**src/rtl/tt_sel_seq_pkg.sv**
```systemverilog
// Shared state encoding and default sizes for the tt_sel_seq select sequencer.
package tt_sel_seq_pkg;

    localparam int ADDR_W_DEF = 10;
    localparam int PW_W_DEF   = 8;

    typedef enum logic [2:0] {
        IDLE   = 3'd0,
        DIS    = 3'd1,
        RST_LO = 3'd2,
        RST_HI = 3'd3,
        INC_HI = 3'd4,
        INC_LO = 3'd5,
        ENA    = 3'd6
    } state_t;

endpackage

```
**src/rtl/tt_sel_seq_tmr.sv**
```systemverilog
// Loadable saturating down-counter; expire is high while the count sits at zero.
module tt_sel_seq_tmr
    import tt_sel_seq_pkg::*;
#(
    parameter int W = PW_W_DEF
) (
    input  logic         clk,
    input  logic         rst_n,
    input  logic         load_i,
    input  logic         dec_i,
    input  logic [W-1:0] value_i,
    output logic         expire_o
);

    logic [W-1:0] cnt_q, cnt_d;

    // Load wins over decrement; the count parks at zero instead of wrapping.
    always_comb begin
        cnt_d = cnt_q;
        if (load_i) begin
            cnt_d = value_i;
        end else if (dec_i && (cnt_q != '0)) begin
            cnt_d = cnt_q - W'(1);
        end
    end

    always_ff @(posedge clk or negedge rst_n) begin
        if (!rst_n) begin
            cnt_q <= '0;
        end else begin
            cnt_q <= cnt_d;
        end
    end

    assign expire_o = (cnt_q == '0);

endmodule

```
**src/rtl/tt_sel_seq.sv**
```systemverilog
// Select-pin sequencer for tt_ctrl: turns an address request into the reset / increment / enable train.
// Optional macro TT_SEL_SEQ_FAST_EN: count up from the current address instead of resetting when possible.
module tt_sel_seq
    import tt_sel_seq_pkg::*;
#(
    parameter int ADDR_W = ADDR_W_DEF,
    parameter int PW_W   = PW_W_DEF
) (
    input  logic              clk,
    input  logic              rst_n,
    input  logic [PW_W-1:0]   cfg_pw,
    input  logic              req_valid,
    input  logic [ADDR_W-1:0] req_addr,
    output logic              req_ready,
    output logic              busy,
    output logic              done,
    output logic [ADDR_W-1:0] cur_addr,
    output logic              ctrl_sel_rst_n,
    output logic              ctrl_sel_inc,
    output logic              ctrl_ena
);

    state_t            state_q, state_d;
    logic [PW_W-1:0]   wm1_q, wm1_d;
    logic [ADDR_W-1:0] target_q, target_d;
    logic [ADDR_W-1:0] cur_addr_q, cur_addr_d;
    logic [ADDR_W-1:0] n_load;
    logic              skip_q, skip_d, skip_load;
    logic              ready_q, ready_d, busy_q, busy_d, done_q, done_d;
    logic              sel_rst_n_q, sel_rst_n_d, inc_q, inc_d, ena_q, ena_d;
    logic              accept, ph_load, ph_expire, inc_dec, inc_zero;

    // Request capture: phase width, target and increment count are frozen at accept.
    always_comb begin
        accept    = req_valid && ready_q;
        n_load    = req_addr;
        skip_load = 1'b0;
`ifdef TT_SEL_SEQ_FAST_EN
        if (req_addr >= cur_addr_q) begin
            n_load    = req_addr - cur_addr_q;
            skip_load = 1'b1;
        end
`endif
        wm1_d    = wm1_q;
        target_d = target_q;
        skip_d   = skip_q;
        if (accept) begin
            wm1_d    = (cfg_pw == '0) ? '0 : cfg_pw - PW_W'(1);
            target_d = req_addr;
            skip_d   = skip_load;
        end
    end

    tt_sel_seq_tmr #(.W(PW_W)) u_phase (
        .clk      (clk),
        .rst_n    (rst_n),
        .load_i   (ph_load),
        .dec_i    (1'b1),
        .value_i  (wm1_d),
        .expire_o (ph_expire)
    );

    tt_sel_seq_tmr #(.W(ADDR_W)) u_inc (
        .clk      (clk),
        .rst_n    (rst_n),
        .load_i   (accept),
        .dec_i    (inc_dec),
        .value_i  (n_load),
        .expire_o (inc_zero)
    );

    // Every state change reloads the phase timer, so each timed phase lasts W cycles.
    always_comb begin
        state_d = state_q;
        inc_dec = 1'b0;
        case (state_q)
            IDLE:    if (accept) state_d = DIS;
            DIS:     if (ph_expire) state_d = skip_q ? (inc_zero ? ENA : INC_HI) : RST_LO;
            RST_LO:  if (ph_expire) state_d = RST_HI;
            RST_HI:  if (ph_expire) state_d = inc_zero ? ENA : INC_HI;
            INC_HI: begin
                if (ph_expire) begin
                    state_d = INC_LO;
                    inc_dec = 1'b1;
                end
            end
            INC_LO:  if (ph_expire) state_d = inc_zero ? ENA : INC_HI;
            ENA:     state_d = IDLE;
            default: state_d = IDLE;
        endcase
        ph_load = (state_d != state_q);
    end

    // Outputs decode the next state so every pin comes straight from a flop.
    always_comb begin
        ready_d     = (state_d == IDLE);
        busy_d      = (state_d != IDLE);
        sel_rst_n_d = (state_d != RST_LO);
        inc_d       = (state_d == INC_HI);
        done_d      = (state_d == ENA);
        ena_d       = 1'b0;
        cur_addr_d  = cur_addr_q;
        if (state_d == ENA) begin
            ena_d      = 1'b1;
            cur_addr_d = target_q;
        end else if (state_d == IDLE) begin
            ena_d = ena_q;
        end
    end

    always_ff @(posedge clk or negedge rst_n) begin
        if (!rst_n) begin
            state_q     <= IDLE;
            wm1_q       <= '0;
            target_q    <= '0;
            cur_addr_q  <= '0;
            skip_q      <= 1'b0;
            ready_q     <= 1'b0;
            busy_q      <= 1'b0;
            done_q      <= 1'b0;
            sel_rst_n_q <= 1'b0;
            inc_q       <= 1'b0;
            ena_q       <= 1'b0;
        end else begin
            state_q     <= state_d;
            wm1_q       <= wm1_d;
            target_q    <= target_d;
            cur_addr_q  <= cur_addr_d;
            skip_q      <= skip_d;
            ready_q     <= ready_d;
            busy_q      <= busy_d;
            done_q      <= done_d;
            sel_rst_n_q <= sel_rst_n_d;
            inc_q       <= inc_d;
            ena_q       <= ena_d;
        end
    end

    assign req_ready      = ready_q;
    assign busy           = busy_q;
    assign done           = done_q;
    assign cur_addr       = cur_addr_q;
    assign ctrl_sel_rst_n = sel_rst_n_q;
    assign ctrl_sel_inc   = inc_q;
    assign ctrl_ena       = ena_q;

endmodule

```
**config.mk**
```make
export PLATFORM = sky130hd
export DESIGN_NAME = tt_sel_seq
export DESIGN_NICKNAME = d
export VERILOG_FILES = /design/src/rtl/tt_sel_seq_pkg.sv /design/src/rtl/tt_sel_seq_tmr.sv /design/src/rtl/tt_sel_seq.sv
export SDC_FILE = /design/constraint.sdc
export NUM_CORES = 1
export LEC_CHECK = 0
export ABC_AREA = 1
export ABC_CLOCK_PERIOD_IN_PS = 2000
export BUFFER_PORTS_ARGS = -buffer_cell sky130_fd_sc_hd__clkbuf_2
export CORE_UTILIZATION = 57
export CTS_CLUSTER_SIZE = 12
export DETAILED_ROUTE_END_ITERATION = 6
export PLACE_DENSITY = 0.79
export REMOVE_ABC_BUFFERS = 1
export SLEW_MARGIN = 30
export SYNTH_ARGS = -nofsm -noshare
export SYNTH_HDL_FRONTEND = slang
export SYNTH_SLANG_ARGS = --single-unit
```
**constraint.sdc**
```tcl
create_clock -name clk -period 2 [get_ports clk]
set_input_delay 0.1 -clock clk [delete_from_list [all_inputs] [get_ports clk]]
set_output_delay 0.1 -clock clk [all_outputs]
set_load 0.02 [all_outputs]
```
==> flow_summary.json <==
{
  "syn_area_sq_um": 2869,
  "root_buffer": "clkbuf_8",
  "antenna_left": 0,
  "grt_pass1_vias": 2181,
  "diodes": 0,
  "cts_sinks": 55,
  "worstMarginPinSlew_ns": 0.6749,
  "ir_drop_uv": 787.7,
  "power_mw": 4.685,
  "fillers": 376,
  "cp_data_arrival_time_ns": 2.10,
  "slew_headroom_pct": 55.01,
  "core_region_area_sq_um": 4786,
  "maxCapViolations": 0,
  "max_stage_delay_ns": 0.40,
  "wirelength_mm": 5.790,
  "postSynthAreaPerCell_sq_um": 8.014,
  "track_usage_pct": 23.46,
  "required_ns": 2.25,
  "syn_inst": 358,
  "wire_per_inst_um": 12.27,
  "cts_tree": "built",
  "finalCritPeriodShare_pct": 92.51,
  "clock.fmax_ghz": 0.5405,
  "grt_antenna_before_repair": 0,
  "port_buffers": 36,
  "insertion_delay_ns": 0.31,
  "drc_errors": 0,
  "cts.path.max_buffers": 2,
  "pre_cts_slack_ns": 0.1535,
  "power_density_nw_per_um2": 1425,
  "dieHeight_um": 72.95,
  "rows": 25,
  "period_minus_slack_ns": 1.850,
  "yosysSeqAreaShare_pct": 47.97,
  "worst_slack_ns": 0.1498,
  "fin_util_pct": 68.71,
  "crit_path_top_delay_cell": "dfrtp_1",
  "placed_area_sq_um": 3113,
  "synth.distinct_cells": 28,
  "grt_pass1_wl_mm": 9.666,
  "dp_hpwl_mm": 4.142,
  "cts-htree-levels": 2,
  "grt_max_degree": 56,
  "cp_cell_sequence": "inv_1 > ha_1 > nand2_1 > nor2_4 > nand2_4 > nand2_2 > nand3_2 > nand2_2 > buf_4 > nand4_1 > nand2_1",
  "start_kind": "flip-flop",
  "critPathCaptureType": "flip-flop",
  "ys_ff_latch": 55,
  "numCtsBuffers": 5,
  "place_congestion": 0.9025,
  "first_pass_iters": 4,
  "synth_top_area_share_pct": 47.97,
  "path_max_fanout": 10,
  "cp_top_family": "simple AND/OR/NAND/NOR gates",
  "outcome": "finished, final reports clean",
  "drive_gt1_share_pct": 18.27,
  "fin_area_sq_um": 3288,
  "maxSlewViolCount": 0,
  "cp_num_buf_inv": 2,
  "io_pins": 37,
  "grt-ovfl-total": 0,
  "yosys.area.top_type": "dfrtp_1",
  "path_clk_slew_ns": 0.10,
  "path_class": "reg2reg",
  "regToRegSetupSlack_ns": 0.15,
  "finClkSkew_ns": 0.01257,
  "leakage_nw": 1.845,
  "synth_warnings": 0,
  "dieWidth_um": 72.95,
  "setup_viol": 0,
  "dieArea_sq_um": 5321,
  "synth_area_leaders": "dfrtp_1 (48%), nand2_1 (15%), inv_1 (5.1%), o21ai_0 (4.9%), nand3_1 (3.5%)",
  "drtIter0Drc": 146,
  "vias": 2422,
  "viasPerCell": 5.131,
  "area_growth_pct": 14.61,
  "hp-class": "in2reg",
  "nets": 429,
  "hold_viol": 0,
  "start_util_pct": 59.95
}
-- cell usage after synthesis --
master	count
nand4_2	1
buf_2	1
nand3_2	2
a21oi_4	1
dfrtp_1	55
buf_6	4
xor2_1	8
nor2_1	26
nand2_4	3
nand3_4	1
nand2_2	5
inv_2	1
xnor2_1	4
nand3_1	20
a21boi_0	1
nand2_1	116
ha_1	4
o21ai_0	28
o21ai_1	2
nand4_1	12
nor2_8	1
or2_2	1
inv_1	39
o211ai_1	2
clkbuf_1	4
a21oi_1	6
nor2_2	3
nor3_1	7
-- state kept, by name, indices dropped and copies added (netlist names) --
register	count
ctrl_sel_rst_n	1
ctrl_ena	1
target_q	10
ctrl_sel_inc	1
done	1
wm1_q	8
req_ready	1
cur_addr	10
u_phase.cnt_q	8
u_inc.cnt_q	10
busy	1
state_q	3
-- cells by family after synthesis --
logic type	count (synthesis)	share of synthesized area, %
buffers and inverters	49	7.501
AND/OR/NAND/NOR	198	31.49
XOR/XNOR	12	3.663
adder cells (fa/ha/maj)	4	1.745
flip-flops	55	47.97
AO/OA/AOI/OAI	40	7.632
-- placed cells by master (no fill, tap or decap), types with 2 or more instances in the layout --
cell type and instances:
nand3_2 2, nor3_1 7, nor2_1 26, nand2_4 3
nand4_1 12, xnor2_1 4, clkbuf_8 6, nand2_1 116
dfrtp_1 55, nand3_1 20, a21oi_1 6, ha_1 4
nand2_2 5, clkbuf_2 36, o211ai_1 2, xor2_1 8
o21ai_0 28, inv_1 39, o21ai_1 2, buf_4 10
nor2_2 2
-- what timing repair did --
action / CTS / global route
gates resized for setup: 0 / 1
buffers inserted: 0 / 4
setup endpoints to repair: 0 / 10
hold endpoints to repair: 55 / 0
hold buffers: 1 / 0
-- worst reg2reg max path, stage by stage, from the launching register on --
cell     delay (ns)
dfrtp_1        0.40
inv_1          0.08
ha_1           0.24
nand2_1        0.12
nor2_4         0.16
nand2_4        0.10
nand2_2        0.09
nand3_2        0.08
nand2_2        0.12
buf_4          0.18
nand4_1        0.13
nand2_1        0.09
-- layout make-up --
| class | count | area [sq um] | share of cell area, % |
|---|---|---|---|
| clock buffer | 6 | 82.58 | 2.511 |
| sequential | 55 | 1376 | 41.86 |
| inverter | 40 | 150.1 | 4.566 |
| clock inverter | 2 | 38.79 | 1.180 |
| timing repair buffer | 47 | 265.3 | 8.067 |
| multi-input combinational | 255 | 1291 | 39.27 |
| tap | 67 | 83.83 | 2.549 |
-- through the flow --
step / std cells / hold slack, ns / setup TNS [ns]
3_5_place_dp: 458 / 0.2708 / 0
5_1_grt: 472 / 0.006224 / -0.01252
3_3_place_gp: 458 / 0.2681 / 0
6_report: 472 / 0.004917 / 0
2_1_floorplan: 349 / -0.1956 / -2.560
4_1_cts: 467 / 0.0001663 / 0
-- layer usage --
layer | track usage [%] | wire length, um | share of wire, %
met3 | 3.729 | 222 | 3.8
met4 | 7.190 | 53 | 0.92
met1 | 34.54 | 2911 | 50
met5 | 0 | 0 | 0
met2 | 35.72 | 2602 | 45
-- final timing paths --
kind,endpoint,from,cells after the start
setup / recovery,cur_addr[4],u_phase.cnt_q[0],11
hold / removal,target_q[8],req_addr[8],3
setup reg to reg,cur_addr[4],u_phase.cnt_q[0],11
hold reg to reg,cur_addr[8],cur_addr[8],2
max in group asynchronous,cur_addr[7],rst_n,3
min in group asynchronous,wm1_q[1],rst_n,3
-- report_power, final --
group / total (mW) / switching (mW) / leakage (nW) / internal [mW]
sequential: 1.87 / 0.298 / 0.698 / 1.57
clock: 0.774 / 0.362 / 0.0618 / 0.412
combinational: 2.04 / 1.32 / 1.08 / 0.719
(Power assumes the default switching activity.)
